### config.mk
export PLATFORM = sky130hd
export DESIGN_NAME = uart_tx_arbiter_flat
export DESIGN_NICKNAME = d
export VERILOG_FILES = /design/src/rtl/uart_arb_pkg.sv /design/src/rtl/uart_tx_arbiter_if.sv /design/src/rtl/rr_picker.sv /design/src/rtl/uart_tx_arbiter.sv /design/src/flat_wrapper.sv
export SDC_FILE = /design/constraint.sdc
export NUM_CORES = 1
export LEC_CHECK = 0
export BUFFER_PORTS_ARGS = -buffer_cell sky130_fd_sc_hd__buf_2
export CAP_MARGIN = 20
export CORE_MARGIN = 2
export CORE_UTILIZATION = 45
export DETAILED_ROUTE_END_ITERATION = 8
export GPL_ROUTABILITY_DRIVEN = 1
export GPL_TIMING_DRIVEN = 0
export PLACE_DENSITY = 0.86
export SLEW_MARGIN = 25
export SYNTH_ARGS = -nofsm -noshare
export SYNTH_HDL_FRONTEND = slang
export SYNTH_SLANG_ARGS = --single-unit
### constraint.sdc
create_clock -name clk -period 3.2 [get_ports clk]
set_clock_uncertainty 0.15 [all_clocks]
set_input_delay 0.32 -clock clk [delete_from_list [all_inputs] [get_ports clk]]
set_output_delay 0.32 -clock clk [all_outputs]
set_load 0.03 [all_outputs]
### src/rtl/uart_arb_pkg.sv
// Shared types and the round-robin search used by the UART transmit arbiter.
package uart_arb_pkg;

  localparam int MAX_CHANNELS = 16;
  localparam int MAX_ID_WIDTH = 4;

  typedef enum logic [0:0] {
    STATE_IDLE  = 1'b0,
    STATE_GRANT = 1'b1
  } state_t;

  typedef struct packed {
    logic                    found;
    logic [MAX_ID_WIDTH-1:0] idx;
  } rr_result_t;

  // First set bit of req searching upward from last_id+1, wrapping at num_ch.
  // last_id < num_ch and k <= num_ch, so one conditional subtraction wraps.
  function automatic rr_result_t rr_next(input logic [MAX_CHANNELS-1:0] req,
                                         input logic [MAX_ID_WIDTH-1:0] last_id,
                                         input int num_ch);
    rr_result_t res;
    logic [MAX_ID_WIDTH:0] cand;
    res.found = 1'b0;
    res.idx   = {MAX_ID_WIDTH{1'b0}};
    for (int k = 1; k <= MAX_CHANNELS; k++) begin
      cand = {1'b0, last_id} + (MAX_ID_WIDTH+1)'(k);
      if (cand >= (MAX_ID_WIDTH+1)'(num_ch)) begin
        cand = cand - (MAX_ID_WIDTH+1)'(num_ch);
      end
      if ((k <= num_ch) && !res.found && req[cand[MAX_ID_WIDTH-1:0]]) begin
        res.found = 1'b1;
        res.idx   = cand[MAX_ID_WIDTH-1:0];
      end
    end
    return res;
  endfunction

endpackage

### src/rtl/uart_tx_arbiter_if.sv
// Requester-side and transmitter-side stream bundle of the UART arbiter.
interface uart_tx_arbiter_if #(
  parameter int NUM_CHANNELS = 4,
  parameter int WORD_WIDTH   = 8
);
  localparam int ID_WIDTH = (NUM_CHANNELS > 1) ? $clog2(NUM_CHANNELS) : 1;

  logic [NUM_CHANNELS*WORD_WIDTH-1:0] s_axis_tdata;
  logic [NUM_CHANNELS-1:0]            s_axis_tvalid;
  logic [NUM_CHANNELS-1:0]            s_axis_tlast;
  logic [NUM_CHANNELS-1:0]            s_axis_tready;
  logic [NUM_CHANNELS-1:0]            chan_enable;
  logic [WORD_WIDTH-1:0]              m_axis_tdata;
  logic                               m_axis_tvalid;
  logic                               m_axis_tready;
  logic                               grant_valid;
  logic [ID_WIDTH-1:0]                grant_id;

  // Arbiter view.
  modport slave (
    input  s_axis_tdata, s_axis_tvalid, s_axis_tlast, chan_enable, m_axis_tready,
    output s_axis_tready, m_axis_tdata, m_axis_tvalid, grant_valid, grant_id
  );

  // Environment view: requesters plus transmitter.
  modport master (
    output s_axis_tdata, s_axis_tvalid, s_axis_tlast, chan_enable, m_axis_tready,
    input  s_axis_tready, m_axis_tdata, m_axis_tvalid, grant_valid, grant_id
  );
endinterface

### src/rtl/rr_picker.sv
// Combinational round-robin picker; thin wrapper over uart_arb_pkg::rr_next.
module rr_picker
  import uart_arb_pkg::*;
#(
  parameter  int NUM_CHANNELS = 4,
  localparam int ID_WIDTH     = (NUM_CHANNELS > 1) ? $clog2(NUM_CHANNELS) : 1
) (
  input  logic [NUM_CHANNELS-1:0] i_req,
  input  logic [ID_WIDTH-1:0]     i_last_id,
  output logic                    o_found,
  output logic [ID_WIDTH-1:0]     o_idx
);

  logic [MAX_CHANNELS-1:0] w_req_ext;
  logic [MAX_ID_WIDTH-1:0] w_last_ext;
  rr_result_t              w_res;

  // Widen to the package search width, search, narrow back to ID_WIDTH.
  always_comb begin
    w_req_ext                   = {MAX_CHANNELS{1'b0}};
    w_req_ext[NUM_CHANNELS-1:0] = i_req;
    w_last_ext                  = MAX_ID_WIDTH'(i_last_id);
    w_res                       = rr_next(w_req_ext, w_last_ext, NUM_CHANNELS);
    o_found                     = w_res.found;
    o_idx                       = ID_WIDTH'(w_res.idx);
  end

endmodule

### src/rtl/uart_tx_arbiter.sv
// Message-granular round-robin arbiter feeding one UART transmitter stream.
// Data/valid/ready paths are combinational through the granted channel, so
// words pass with no added latency once a grant is registered.
module uart_tx_arbiter
  import uart_arb_pkg::*;
#(
  parameter  int NUM_CHANNELS = 4,
  parameter  int WORD_WIDTH   = 8,
  parameter  int MAX_BURST    = 16,
  localparam int ID_WIDTH     = (NUM_CHANNELS > 1) ? $clog2(NUM_CHANNELS) : 1,
  localparam int CNT_WIDTH    = $clog2(MAX_BURST + 1)
) (
  input  logic              clk,
  input  logic              rst_n,
  uart_tx_arbiter_if.slave  bus
);

  localparam logic [0:0] S_IDLE  = STATE_IDLE;
  localparam logic [0:0] S_GRANT = STATE_GRANT;

  logic [0:0]              r_state;
  logic [ID_WIDTH-1:0]     r_grant_id;
  logic [ID_WIDTH-1:0]     r_last_id;
  logic [CNT_WIDTH-1:0]    r_burst_cnt;

  logic [NUM_CHANNELS-1:0] w_req;
  logic                    w_found;
  logic [ID_WIDTH-1:0]     w_pick;
  logic                    w_m_tvalid;
  logic [WORD_WIDTH-1:0]   w_m_tdata;
  logic [NUM_CHANNELS-1:0] w_s_tready;
  logic                    w_hs;
  logic                    w_release;

  // chan_enable only matters here, i.e. while choosing the next owner.
  assign w_req = bus.s_axis_tvalid & bus.chan_enable;

  rr_picker #(.NUM_CHANNELS(NUM_CHANNELS)) u_picker (
    .i_req     (w_req),
    .i_last_id (r_last_id),
    .o_found   (w_found),
    .o_idx     (w_pick)
  );

  // Route the granted channel to the transmitter; everything is quiet in IDLE.
  always_comb begin
    w_m_tvalid = 1'b0;
    w_m_tdata  = {WORD_WIDTH{1'b0}};
    w_s_tready = {NUM_CHANNELS{1'b0}};
    if (r_state == S_GRANT) begin
      w_m_tvalid             = bus.s_axis_tvalid[r_grant_id];
      w_m_tdata              = bus.s_axis_tdata[int'(r_grant_id)*WORD_WIDTH +: WORD_WIDTH];
      w_s_tready[r_grant_id] = bus.m_axis_tready;
    end else begin
      w_m_tvalid = 1'b0;
    end
  end

  assign w_hs      = w_m_tvalid & bus.m_axis_tready;
  assign w_release = w_hs & (bus.s_axis_tlast[r_grant_id] |
                             (r_burst_cnt == CNT_WIDTH'(MAX_BURST - 1)));

  // Grant FSM: pick in IDLE, hold until tlast or the burst limit is handshaken.
  always_ff @(posedge clk or negedge rst_n) begin
    if (!rst_n) begin
      r_state     <= S_IDLE;
      r_grant_id  <= {ID_WIDTH{1'b0}};
      r_last_id   <= ID_WIDTH'(NUM_CHANNELS - 1);
      r_burst_cnt <= {CNT_WIDTH{1'b0}};
    end else begin
      case (r_state)
        S_IDLE: begin
          if (w_found) begin
            r_state     <= S_GRANT;
            r_grant_id  <= w_pick;
            r_burst_cnt <= {CNT_WIDTH{1'b0}};
          end
        end
        S_GRANT: begin
          if (w_hs) begin
            r_burst_cnt <= r_burst_cnt + CNT_WIDTH'(1);
          end
          if (w_release) begin
            r_state    <= S_IDLE;
            r_last_id  <= r_grant_id;
            r_grant_id <= {ID_WIDTH{1'b0}};
          end
        end
        default: begin
          r_state    <= S_IDLE;
          r_grant_id <= {ID_WIDTH{1'b0}};
        end
      endcase
    end
  end

  assign bus.m_axis_tvalid = w_m_tvalid;
  assign bus.m_axis_tdata  = w_m_tdata;
  assign bus.s_axis_tready = w_s_tready;
  assign bus.grant_valid   = (r_state == S_GRANT);
  assign bus.grant_id      = r_grant_id;

endmodule

### src/flat_wrapper.sv
// flat-port wrapper written by rule: the top's interface ports become plain ports
module uart_tx_arbiter_flat import uart_arb_pkg::*;
#(
  parameter  int NUM_CHANNELS = 4,
  parameter  int WORD_WIDTH   = 8,
  parameter  int MAX_BURST    = 16,
  localparam int ID_WIDTH     = (NUM_CHANNELS > 1) ? $clog2(NUM_CHANNELS) : 1,
  localparam int CNT_WIDTH    = $clog2(MAX_BURST + 1)
)
  (clk, rst_n, bus_s_axis_tdata, bus_s_axis_tvalid, bus_s_axis_tlast, bus_chan_enable, bus_m_axis_tready, bus_s_axis_tready, bus_m_axis_tdata, bus_m_axis_tvalid, bus_grant_valid, bus_grant_id);
  uart_tx_arbiter_if #(.NUM_CHANNELS(NUM_CHANNELS), .WORD_WIDTH(WORD_WIDTH)) bus_i ();
  input  logic clk;
  input  logic rst_n;
  input wire logic [$bits(bus_i.s_axis_tdata)-1:0] bus_s_axis_tdata;
  input wire logic [$bits(bus_i.s_axis_tvalid)-1:0] bus_s_axis_tvalid;
  input wire logic [$bits(bus_i.s_axis_tlast)-1:0] bus_s_axis_tlast;
  input wire logic [$bits(bus_i.chan_enable)-1:0] bus_chan_enable;
  input wire logic [$bits(bus_i.m_axis_tready)-1:0] bus_m_axis_tready;
  output wire logic [$bits(bus_i.s_axis_tready)-1:0] bus_s_axis_tready;
  output wire logic [$bits(bus_i.m_axis_tdata)-1:0] bus_m_axis_tdata;
  output wire logic [$bits(bus_i.m_axis_tvalid)-1:0] bus_m_axis_tvalid;
  output wire logic [$bits(bus_i.grant_valid)-1:0] bus_grant_valid;
  output wire logic [$bits(bus_i.grant_id)-1:0] bus_grant_id;
  assign bus_i.s_axis_tdata = bus_s_axis_tdata;
  assign bus_i.s_axis_tvalid = bus_s_axis_tvalid;
  assign bus_i.s_axis_tlast = bus_s_axis_tlast;
  assign bus_i.chan_enable = bus_chan_enable;
  assign bus_i.m_axis_tready = bus_m_axis_tready;
  assign bus_s_axis_tready = bus_i.s_axis_tready;
  assign bus_m_axis_tdata = bus_i.m_axis_tdata;
  assign bus_m_axis_tvalid = bus_i.m_axis_tvalid;
  assign bus_grant_valid = bus_i.grant_valid;
  assign bus_grant_id = bus_i.grant_id;
  uart_tx_arbiter #(.NUM_CHANNELS(NUM_CHANNELS), .WORD_WIDTH(WORD_WIDTH), .MAX_BURST(MAX_BURST)) u_core (.clk(clk), .rst_n(rst_n), .bus(bus_i));
endmodule
# After elaboration in Yosys (flattened, before gate mapping)
# Index checks and enable logic that the tools add are counted.
# word_totals
reg_bits	10
out_inout_bits	16
elab_cells	78
# classes
addsub	9
n_lt_le_gt_ge	10
n_eq_ne	4
shift	1
muxes	34
n_bitwise	6
n_reduce_logical	10
# op_table
op	count
variable part select 32 x 6 -> 8 bit	1
two-way mux 5 bit	6
less-than comparator 4 x 5 -> 1 bit, second input constant	4
two-way mux 4 bit	5
binary-select mux 1 bit (select 4 bit)	4
subtractor 3 x 3 -> 4 bit, second input constant	3
two-way mux 1 bit	10
one-hot mux 5 bit (2 select lines)	1
bitwise AND 4 bit	2
two-way mux 8 bit	1
adder 2 x 2 -> 3 bit, second input constant	2
>= comparator 3 bit, second input constant	2
!= test 2 bit, second input constant	3
AND reduction 2 bit	3
adder 5 x 1 -> 5 bit, second input constant	1
equality test 5 x 4 -> 1 bit, second input constant	1
>= comparator 5 x 3 -> 1 bit, second input constant	1
adder 2 x 3 -> 4 bit, second input constant	1
binary-select mux 1 bit (select 2 bit)	2
>= comparator 4 x 3 -> 1 bit, second input constant	1
logical AND 1 bit	4
two-way mux 2 bit	2
one-hot mux 2 bit (2 select lines)	1
subtractor 4 x 3 -> 4 bit, second input constant	1
other kinds (9)	12

# Depth between registers and ports, before layout
# Gate-level depths: netlist (run 1).
# logic_depth
word_depth	17
depth_mapped	7
depth_no_buf	7

# By module
# Synthesis (run 1) repeated with hierarchy kept, for this count alone.
# hier_totals
cells_unflattened	115
area_unflattened_um2	1227.4
# by_module_without_submodules
mod	instances	cells_each	area_each_um2	seq_area_each_um2
uart_tx_arbiter	1	76	877.1	252.7
rr_picker	1	39	350.3	0.0

# Worst setup path after synthesis (run 1)
# Ideal clock, no wire load.
# synth_timing
path_type	reg-to-output
startpoint	register u_core.r_grant_id[0], in the netlist u_core.bus.grant_id[0]
endpoint	output port bus_s_axis_tready[1]
arrival_time_ns	1.769
path_slack_ns	0.961
path_stages_with_launch	4
n_path_buf	2
path_cell_list	dfrtp_1 -> buf_2 -> buf_2 -> nor3b_1
# synth_between
elab_chain_len	6
elab_cells_between_ends	7
# synth_lines
element	line	rtl
start: declaration	uart_tx_arbiter.sv:22	logic [ID_WIDTH-1:0] r_grant_id;
start signal: assignment	uart_tx_arbiter.sv:67	r_grant_id <= {ID_WIDTH{1'b0}};
start signal: assignment	uart_tx_arbiter.sv:75	r_grant_id <= w_pick;
start signal: assignment	uart_tx_arbiter.sv:86	r_grant_id <= {ID_WIDTH{1'b0}};
less-than comparator 2 x 3 -> 1 bit (not written as such) / >= comparator 2 x 1 -> 1 bit (equally long branches)	uart_tx_arbiter.sv:53	w_s_tready[r_grant_id] = bus.m_axis_tready;
logical AND 1 bit (not written as such)	uart_tx_arbiter.sv:53	
two-way mux 1 bit (not written as such)	uart_tx_arbiter.sv:53	
demux 1 bit (select 2 bit) *	n/a	
bitwise AND 4 bit (no source line) *	n/a	
two-way mux 4 bit *	uart_tx_arbiter.sv:50	if (r_state == S_GRANT) begin
end: declaration	flat_wrapper.sv:19	output wire logic [$bits(bus_i.s_axis_tready)-1:0] bus_s_axis_tready;
# Mark *: on every way between the ends. The rest lies on a longest branch, timed or not.

# Worst setup path after layout (run 1)
# layout_timing
startpoint	register u_core.r_grant_id[0], in the netlist u_core.bus.grant_id[0]
endpoint	output port bus_m_axis_tdata[6]
# layout_between
elab_chain_len	2
# layout_lines
element	line	rtl
variable part select 32 x 6 -> 8 bit	uart_tx_arbiter.sv:52	w_m_tdata = bus.s_axis_tdata[int'(r_grant_id)*WORD_WIDTH +: WORD_WIDTH];
two-way mux 8 bit	uart_tx_arbiter.sv:50	
end: declaration	flat_wrapper.sv:20	output wire logic [$bits(bus_i.m_axis_tdata)-1:0] bus_m_axis_tdata;
# No other way between the ends.

==> key figures, run 1 <==
Run status
  – Status: finished, final reports clean

Synthesis
  – Post-synthesis cell type count: 39
  – Primary FF master, synth: dfrtp_1
  – Syn Std Cell Area: 1150 um2
  – Yosys top cell area share: 0.234
  – Syn nets: 162
  – Ys async rst share: 1.00
  – Dominant cell by count in the synthesized netlist: nand2_1
  – Avg Cell Area, Syn: 10.5 um2
  – Warnings, synthesis: 0
  – Top post-synthesis cells by count: nand2_1 (14), and2_1 (12), mux4_2 (12)
  – Post-synth EDFFs: 0
  – Yosys top cell by area: mux4_2
  – Synth Register Bits: 10
  – Post-Synthesis Cells: 110
  – Ranking of synthesized cells by area: mux4_2 (23%), dfrtp_1 (17%), and2_1 (6.5%)
  – Register area share after synthesis: 0.219

Timing
  – Tcrit/Tclk final: 0.776
  – Final Setup Violations: 0
  – Max-slew violations: 0
  – Least-Margin Pin Slew: 0.411 ns
  – Fmax: 403 MHz
  – Fin. Hold Viols: 0
  – Setup WS post-layout: 0.717 ns
  – Tmin final: 2.48 ns
  – RSZ-0062 raised after global routing: no
  – Max-slew headroom: 0.726
  – Fin Setup TNS: 0 ns

Clocking
  – CTS root buf: clkbuf_4
  – Post-CTS Setup Bufs: 0
  – CTS tree: yes
  – Post-CTS Resized: 0
  – H-tree lvl count: 1
  – Clk buf depth: 2
  – TritonCTS buffer count: 3
  – Clock sink count: 10
  – Clk slew on worst S/H paths: 0.07 ns
  – Clk Latency, worst-skew pair: 0.26 ns

Flow run
  – Total of max-cap violations: 0

Setup path
  – Largest fanout on the critical path: 10
  – Reg2reg path depth: 7
  – Data required, critical path: 2.73 ns
  – Worst setup SP type: flip-flop
  – CP Launch Point: u_core.bus.grant_id[0]
  – Reg2Reg Setup Slack: 0.72 ns
  – CP arrival: 2.01 ns
  – R2R Path End: u_core.bus.grant_id[1]
  – CP Class: flip-flop to primary output
  – Crit path capture: bus_m_axis_tdata[6]
  – Worst r2r src: u_core.r_last_id[1]
  – CP endpoint kind: primary output

Detailed routing
  – Post-Route WL: 2970 um
  – Routed vias: 1163
  – Via/cell ratio: 5.62
  – DR WL/cell: 14.3 um
  – DRT Pass-1 Iters: 4
  – DRC viols: 0
  – Post-DRT Antenna Nets: 0
  – Initial DRC Count: 36

Global route
  – First-pass GRT wire length: 4750 um
  – Initial antenna violation count: 0
  – GRT Total Usage: 0.219
  – GRT Residual Overflow: 0
  – Vias in the first global route: 1147
  – Largest net degree at the start of global routing: 11

Layout
  – P&R area growth vs syn: 34.2%
  – Antenna cells: 0
  – Nets: 230
  – Share of layout cells above drive strength 1: 0.520

Floorplan
  – Initial Util: 0.470
  – Core ar.: 2450 um2
  – DIE AREA: 2980 um2
  – Die Y: 54.6 um
  – Row cnt: 18
  – Die width: 54.6 um
  – Num ports: 63

Placed design
  – Placer Congestion: 0.882
  – Buffers added on ports: 62
  – Dpl hpwl: 2490 um
  – DP Worst Slack: 0.746 ns

Power
  – VDD IR max: 0.641 mV
  – P per Cell Area: 861 nW/um2
  – Pleak: 0.726 nW

Worst hold path
  – HP Class: input pin to async pin
-- power by group --
| part | switching, W | total, W | internal (W) |
|---|---|---|---|
| sequential | 0.0000522 | 0.000232 | 0.000179 |
| clock | 0.0000438 | 0.000113 | 0.0000691 |
| combinational | 0.000562 | 0.000989 | 0.000427 |
| total | 0.000658 | 0.00133 | 0.000675 |
-- worst max-delay path, stage by stage (launching register included) --
cell and delay (ns):
dfrtp_1 0.35, buf_2 0.25, buf_2 0.29, mux4_2 0.52, and2_1 0.17, buf_2 0.17
-- what timing repair did --
| action | 4_1_cts | 5_1_grt |
|---|---|---|
| endpoints found under the hold margin | 10 | 0 |
| endpoints found under the setup margin | 0 | 0 |
| hold buffers | 1 | 0 |
-- layout make-up --
class                      instances  area (um2)
timing repair buffer              63         320
inverter                           3        11.3
sequential                        10         253
tap                               30        37.5
clock buffer                       4        36.3
buffer                             6        40.0
multi-input combinational         91         850
fill                             200         907
-- worst min-delay path by stage --
stage                             endpoint  depth (start not counted)  start  slack (ns)
finish               u_core.r_burst_cnt[4]                          2  rst_n        0.28
global route         u_core.r_burst_cnt[0]                          2  rst_n        0.31
CTS                  u_core.r_burst_cnt[4]                          2  rst_n        0.29
detailed placement   u_core.r_burst_cnt[1]                          1  rst_n        0.04
global placement     u_core.r_burst_cnt[0]                          1  rst_n        0.03
floorplan           u_core.bus.grant_id[0]                          0  rst_n       -0.13
-- layer usage --
layer | routed length, um | share of wire | vias up | track usage
li1 | - | - | 554 | -
met1 | 1110 | 0.37 | 540 | 0.248
met2 | 1580 | 0.53 | 63 | 0.431
met3 | 255 | 0.086 | 6 | 0.0301
met4 | 23 | 0.0077 | 0 | 0.0375
met5 | 0 | 0 | - | 0
-- kinds of logic (layout without fill, tap and decap cells) --
| logic type | after synthesis | in the layout | synth area share |
|---|---|---|---|
| buf+inv | 9 | 76 | 0.0445 |
| simple gates | 46 | 46 | 0.222 |
| flops | 10 | 10 | 0.219 |
| xor+xnor | 3 | 3 | 0.0228 |
| compound gates | 20 | 20 | 0.143 |
| fa+ha+maj | 5 | 5 | 0.0542 |
| mux | 17 | 17 | 0.294 |
-- cell usage in the layout (no fill, tap or decap), types with 2 or more instances in the layout --
cell type,Yosys,final
nor2_1,5,5
o21ai_1,2,2
dfrtp_1,8,8
mux2i_1,2,2
buf_6,2,2
mux4_2,12,12
nor3b_1,2,2
o21ai_0,3,3
clkbuf_1,2,2
nor3_1,2,2
mux2_2,2,2
xor2_1,2,2
inv_1,3,3
a21oi_1,2,2
a21oi_4,2,2
ha_1,5,5
and2_1,12,12
buf_2,2,64
dfstp_2,2,2
a22o_1,2,2
clkbuf_4,0,3
nand2_1,14,14
nand3_1,4,4
a22oi_1,2,2
-- flip-flops by register name, summed over array words and instances (netlist names) --
name	cells
u_core.r_burst_cnt	5
u_core.bus.grant_id	2
u_core.r_last_id	2
u_core.bus.grant_valid	1
-- through the flow --
stage,hold slack [ns],std cells,total power [W],utilization,area (um2)
finish,0.283,207,0.00133,0.630,1550
global route,0.306,207,0.00143,0.630,1550
CTS,0.292,207,0.00134,0.630,1550
detailed placement,0.0360,202,0.00122,0.612,1500
global placement,0.0308,202,0.00119,0.612,1500
floorplan,-0.126,110,0.00100,-,1150
(Power assumes the default switching activity.)
==> inputs of run 2 (changes only) <==
--- a/config.mk
+++ b/config.mk
@@ -5,14 +5,15 @@
 export SDC_FILE = /design/constraint.sdc
 export NUM_CORES = 1
 export LEC_CHECK = 0
+export ABC_AREA = 1
 export BUFFER_PORTS_ARGS = -buffer_cell sky130_fd_sc_hd__buf_2
 export CAP_MARGIN = 20
 export CORE_MARGIN = 2
-export CORE_UTILIZATION = 45
+export CORE_UTILIZATION = 40
 export DETAILED_ROUTE_END_ITERATION = 8
 export GPL_ROUTABILITY_DRIVEN = 1
 export GPL_TIMING_DRIVEN = 0
-export PLACE_DENSITY = 0.86
+export PLACE_DENSITY = 0.82
 export SLEW_MARGIN = 25
 export SYNTH_ARGS = -nofsm -noshare
 export SYNTH_HDL_FRONTEND = slang
==> constraint.sdc (replaced) <==
create_clock -name clk -period 2.1 [get_ports clk]
set_clock_uncertainty 0.15 [all_clocks]
set_input_delay 0.21 -clock clk [delete_from_list [all_inputs] [get_ports clk]]
set_output_delay 0.21 -clock clk [all_outputs]
set_load 0.03 [all_outputs]
==> key figures, run 2 <==
Run status
  – Status: finished, final reports clean

Clocking
  – CTS root buf: clkbuf_4
  – Clk Latency, worst-skew pair: 0.26 ns
  – CTS tree: yes
  – Clk slew on worst S/H paths: 0.07 ns
  – H-tree lvl count: 1
  – Clk buf depth: 2
  – TritonCTS buffer count: 3
  – Clock sink count: 10

Synthesis
  – Yosys top cell by area: dfrtp_1
  – Ranking of synthesized cells by area: dfrtp_1 (18%), nand2_1 (14%), nand3_1 (11%)
  – Primary FF master, synth: dfrtp_1
  – Syn nets: 207
  – Avg Cell Area, Syn: 7.10 um2
  – Warnings, synthesis: 0
  – Yosys top cell area share: 0.182
  – Synth Register Bits: 10
  – Post-synth EDFFs: 0
  – Register area share after synthesis: 0.230
  – Dominant cell by count in the synthesized netlist: nand2_1
  – Post-synthesis cell type count: 27
  – Top post-synthesis cells by count: nand2_1 (42), nand3_1 (24), a22oi_1 (16)
  – Syn Std Cell Area: 1100 um2
  – Post-Synthesis Cells: 155
  – Ys async rst share: 1.00

Detailed routing
  – DRT Pass-1 Iters: 4
  – Post-DRT Antenna Nets: 0
  – Via/cell ratio: 5.37
  – DRC viols: 0
  – Post-Route WL: 2940 um
  – Routed vias: 1375
  – DR WL/cell: 11.5 um
  – Initial DRC Count: 96

Timing
  – Final Setup Violations: 0
  – Least-Margin Pin Slew: 0.338 ns
  – Fmax: 502 MHz
  – Tmin final: 1.99 ns
  – Max-slew violations: 0
  – Fin Setup TNS: 0 ns
  – Max-slew headroom: 0.773
  – Tcrit/Tclk final: 0.949
  – Fin. Hold Viols: 0

Floorplan
  – Die width: 56.5 um
  – Num ports: 63
  – Die Y: 56.5 um
  – Row cnt: 19
  – Core ar.: 2690 um2
  – DIE AREA: 3190 um2
  – Initial Util: 0.410

Layout
  – Most common library cell in the layout ignoring fill and taps: buf_2
  – Share of layout cells above drive strength 1: 0.436
  – Most frequent cells in the layout: buf_2 (62), nand2_1 (42), nand3_1 (22)
  – Antenna cells: 0
  – Nets: 278
  – Reg with most FFs: u_core.r_burst_cnt
  – Final core occ: 0.572
  – Max reg flops: 5
  – P&R area growth vs syn: 39.5%

Setup path
  – Data required, critical path: 1.74 ns
  – Largest fanout on the critical path: 10
  – Reg2Reg Setup Slack: 0.12 ns
  – CP endpoint kind: primary output
  – Worst setup SP type: flip-flop
  – CP Class: flip-flop to primary output
  – CP arrival: 1.63 ns

Placed design
  – Dpl hpwl: 2320 um
  – Buffers added on ports: 62
  – Placer Congestion: 0.865

Flow run
  – Total of max-cap violations: 0

Power
  – P per Cell Area: 1530 nW/um2
  – Part of the power in registers: 0.139
  – Power Internal: 0.00101 W
  – Net Sw Power: 0.00134 W
  – PnR Total Power: 0.00235 W
  – Clock power frac: 0.058
  – Switch share: 0.571
  – VDD IR max: 1.06 mV
  – Pleak: 0.841 nW
  – Logic pwr share: 0.803

Global route
  – GRT Residual Overflow: 0
  – Vias in the first global route: 1226
  – GRT Total Usage: 0.198
  – Initial antenna violation count: 0
  – Largest net degree at the start of global routing: 11
  – First-pass GRT wire length: 5150 um

Worst hold path
  – HP Class: input pin to async pin
## run 2: power groups by stage
stage               combinational, W  clock (W)  sequential, W
finish                       0.00189   0.000137       0.000327
CTS                          0.00181   0.000141       0.000327
global route                 0.00211   0.000152       0.000336
floorplan                    0.00133          0       0.000367
detailed placement           0.00176          0       0.000330
global placement             0.00175          0       0.000329
## run 2: routing by layer
metal,share of wire,track usage,vias to the layer above,wire length [um]
li1,-,-,683,-
met1,0.41,0.216,631,1210
met2,0.48,0.367,53,1410
met3,0.090,0.0622,8,264
met4,0.018,0.0510,0,54
met5,0,0,-,0
## run 2: what timing repair did
| item | CTS | global route |
|---|---|---|
| setup buffers | 0 | 3 |
| pin swaps | 0 | 2 |
| endpoints found under the setup margin | 6 | 5 |
| endpoints found under the hold margin | 10 | 0 |
| hold buffers | 1 | 0 |
| resized for setup | 3 | 3 |
## run 2: final cells by class
class	instances	area [um2]
Multi-Input combinational cell	129	776
Fill cell	279	1150
Sequential cell	10	253
Timing Repair Buffer	66	343
Clock buffer	4	26.3
Buffer	3	33.8
Tap cell	31	38.8
Inverter	13	66.3
## run 2: per-stage QoR
| step | setup slack, ns | instance area (um2) | hold WS, ns | cells |
|---|---|---|---|---|
| 6_report | 0.108 | 1540 | 0.177 | 256 |
| 5_1_grt | -0.00910 | 1540 | 0.194 | 256 |
| 3_3_place_gp | -0.0736 | 1450 | -0.0695 | 248 |
| 2_1_floorplan | 0.132 | 1100 | -0.236 | 155 |
| 4_1_cts | 0.0737 | 1500 | 0.180 | 253 |
| 3_5_place_dp | -0.0428 | 1450 | -0.0692 | 248 |
## run 2: final timing paths
path,startpoint,to,cells past startpoint
setup reg to reg,u_core.r_last_id[0],u_core.bus.grant_id[0],12
max in group asynchronous,rst_n,u_core.r_last_id[1],2
setup / recovery,u_core.bus.grant_id[0],bus_m_axis_tvalid,6
hold / removal,rst_n,u_core.bus.grant_valid,2
min in group clk,bus_s_axis_tlast[0],u_core.r_last_id[0],6
hold reg to reg,u_core.r_burst_cnt[0],u_core.r_burst_cnt[0],1
## run 2: cells by family after synthesis
kind of cell	share of synthesized area
xor+xnor	0.0159
compound gates	0.168
buf+inv	0.0909
fa+ha+maj	0.0568
simple gates	0.439
flops	0.230
## run 2: worst max-delay path: stages, from the launching register on
cell and delay, ns:
dfrtp_1 0.39, buf_6 0.16, nor2_4 0.24, nand2_1 0.10, nand4_2 0.15, and2_1 0.14
buf_2 0.18
==> inputs of run 3 (changes only) <==
--- a/config.mk
+++ b/config.mk
@@ -9,12 +9,13 @@
 export BUFFER_PORTS_ARGS = -buffer_cell sky130_fd_sc_hd__buf_2
 export CAP_MARGIN = 20
 export CORE_MARGIN = 2
-export CORE_UTILIZATION = 40
+export CORE_UTILIZATION = 41
 export DETAILED_ROUTE_END_ITERATION = 8
 export GPL_ROUTABILITY_DRIVEN = 1
 export GPL_TIMING_DRIVEN = 0
-export PLACE_DENSITY = 0.82
+export PLACE_DENSITY = 0.81
 export SLEW_MARGIN = 25
 export SYNTH_ARGS = -nofsm -noshare
 export SYNTH_HDL_FRONTEND = slang
+export SYNTH_HIERARCHICAL = 1
 export SYNTH_SLANG_ARGS = --single-unit
==> key figures, run 3 <==
Timing
  – Fin Setup TNS: 0 ns
  – Least-Margin Pin Slew: 0.461 ns
  – Fmax: 491 MHz
  – Tcrit/Tclk final: 0.970
  – RSZ-0062 raised after global routing: yes
  – Max-slew violations: 0
  – Tmin final: 2.04 ns
  – Max-slew headroom: 0.693
  – Fin. Hold Viols: 0
  – Final Setup Violations: 0

Run status
  – Status: finished, final reports clean

Layout
  – Max reg flops: 5
  – P&R area growth vs syn: 44.9%
  – Share of layout cells above drive strength 1: 0.448
  – Most common library cell in the layout ignoring fill and taps: buf_2
  – Most frequent cells in the layout: buf_2 (60), nand2_1 (45), nand3_1 (42)
  – Reg with most FFs: u_core/r_burst_cnt
  – Register area: 253 um2
  – Multi-input gate area: 930 um2
  – Nets: 323
  – Non-filler cells, final: 301
  – Antenna cells: 0
  – Filler Cell Count: 284

Detailed routing
  – Initial DRC Count: 41
  – DRT Pass-1 Iters: 5
  – DRC viols: 0
  – Post-DRT Antenna Nets: 0
  – Routed vias: 1582
  – Post-Route WL: 3570 um
  – DR WL/cell: 11.9 um
  – Via/cell ratio: 5.26

Synthesis
  – Yosys top cell by area: nand3_1
  – Main combinational cell family by area after synthesis: simple AND/OR/NAND/NOR gates
  – Syn nets: 248
  – Synth Register Bits: 10
  – Register area share after synthesis: 0.202
  – Synth Area in Compound Gates: 0.0981
  – Post-synth EDFFs: 0
  – Top post-synthesis cells by count: nand2_1 (48), nand3_1 (47), inv_1 (19)
  – Primary FF master, synth: dfrtp_1
  – Warnings, synthesis: 6
  – Ranking of synthesized cells by area: nand3_1 (19%), dfrtp_1 (16%), nand2_1 (14%)
  – Dominant cell by count in the synthesized netlist: nand2_1
  – Syn Std Cell Area: 1250 um2
  – Yosys top cell area share: 0.188
  – Post-synthesis xor/xnor area fraction: 0.00701
  – Post-synthesis cell type count: 28
  – Post-Synth Adder-Cell Area: 0.0701
  – Avg Cell Area, Syn: 6.44 um2
  – Ys async rst share: 1.00
  – Post-Synthesis Cells: 194
  – Mux contribution to synthesized area: 0
  – Synth Area in Simple Gates: 0.505

Floorplan
  – Num ports: 63
  – Row cnt: 20
  – DIE AREA: 3510 um2
  – Die width: 59.2 um
  – Initial Util: 0.420
  – Die Y: 59.2 um
  – Core ar.: 2980 um2

Clocking
  – CTS tree: yes
  – Clk buf depth: 2
  – CTS root buf: clkbuf_4
  – H-tree lvl count: 1
  – Clock sink count: 10
  – TritonCTS buffer count: 3
  – Clk slew on worst S/H paths: 0.07 ns
  – Clk Latency, worst-skew pair: 0.26 ns

Flow run
  – Total of max-cap violations: 0

Power
  – P per Cell Area: 1450 nW/um2
  – VDD IR max: 0.923 mV
  – PnR Total Power: 0.00263 W
  – Pleak: 0.950 nW

Setup path
  – Worst r2r src: u_core/r_last_id[0]
  – Reg2Reg Setup Slack: 0.06 ns
  – Reg2reg path depth: 14
  – CP Class: flip-flop to flip-flop
  – CP endpoint kind: flip-flop
  – R2R Path End: u_core/bus.grant_id[1]
  – Data required, critical path: 2.11 ns
  – Worst setup SP type: flip-flop
  – Largest fanout on the critical path: 5
  – CP arrival: 2.04 ns
  – CP Launch Point: u_core/r_last_id[0]

Placed design
  – Dpl hpwl: 2760 um
  – Buffers added on ports: 62
  – Placer Congestion: 0.841
  – Placed insts: 289

Global route
  – GRT Total Usage: 0.216
  – GRT Residual Overflow: 0
  – Initial antenna violation count: 0
  – Largest net degree at the start of global routing: 20
  – First-pass GRT wire length: 6040 um
  – Vias in the first global route: 1560

Worst hold path
  – HP Class: input pin to async pin
[run 3: cell types whose count changed after synthesis, sizes merged, moves of 5 or more]
cell,delta
nand2,+7
buf,+5
a22oi,-16
a21oi,-5
a41oi,+8
nor2,+6
inv,+12
nand3,+24
[run 3: logic make-up after synthesis]
logic type | after synthesis
AO/OA/AOI/OAI | 17
flip-flops | 10
buffers and inverters | 32
AND/OR/NAND/NOR | 127
XOR/XNOR | 1
adder cells (fa/ha/maj) | 7
[run 3: per-stage QoR]
stage	worst slack, ns	area, um2	hold WS (ns)	util
5_1_grt	-0.0650	1810	0.209	0.608
3_5_place_dp	-0.178	1620	-0.0643	0.543
4_1_cts	0.0168	1710	0.177	0.574
2_1_floorplan	0.0255	1260	-0.236	-
3_3_place_gp	-0.124	1620	-0.0659	0.543
6_report	0.0630	1810	0.179	0.608
[run 3: how the worst max path moves through the flow]
stage | endpoint | slack, ns | depth (start not counted)
global placement | u_core/r_burst_cnt[1] | -0.12 | 13
floorplan | bus_m_axis_tdata[0] | 0.03 | 5
CTS | u_core/r_burst_cnt[3] | 0.02 | 12
global route | u_core/bus.grant_id[1] | -0.06 | 14
detailed placement | u_core/r_burst_cnt[3] | -0.18 | 12
finish | u_core/bus.grant_id[1] | 0.06 | 14
[run 3: critical path, stage by stage (launching register included)]
cell and delay, ns:
dfstp_2 0.58, clkinv_4 0.09, ha_4 0.31, inv_2 0.05, nand3_2 0.07, nand3_4 0.08, buf_6 0.13, nand3_2 0.07
nor2_2 0.04, nor2_1 0.10, nand2_1 0.06, inv_1 0.05, nor2_1 0.03, nand2_1 0.06, nand2_1 0.05
[run 3: layer usage]
layer  part of all wire  GRT usage
met3              0.054     0.0393
met4             0.0062     0.0455
met2               0.52      0.424
met1               0.42      0.235
met5                  0          0
[run 3: timing repair]
action	4_1_cts	5_1_grt
hold buffers	1	0
pin swaps	2	14
endpoints found under the hold margin	10	0
buffers inserted	4	5
setup endpoints to repair	13	14
resized for setup	6	22
[run 3: layout make-up]
type | count | area share
Buffer | 7 | 0.0297
Clock buffer | 4 | 0.0200
Inverter | 23 | 0.0504
Multi-Input combinational cell | 152 | 0.513
Sequential cell | 10 | 0.140
Tap cell | 33 | 0.0228
Timing Repair Buffer | 72 | 0.224
[run 3: report_power, final]
part	total (W)	internal, W	switching [W]	leakage (nW)
combinational	0.00211	0.000779	0.00133	0.804
sequential	0.000344	0.000272	0.0000716	0.125
clock	0.000171	0.000105	0.0000655	0.0210
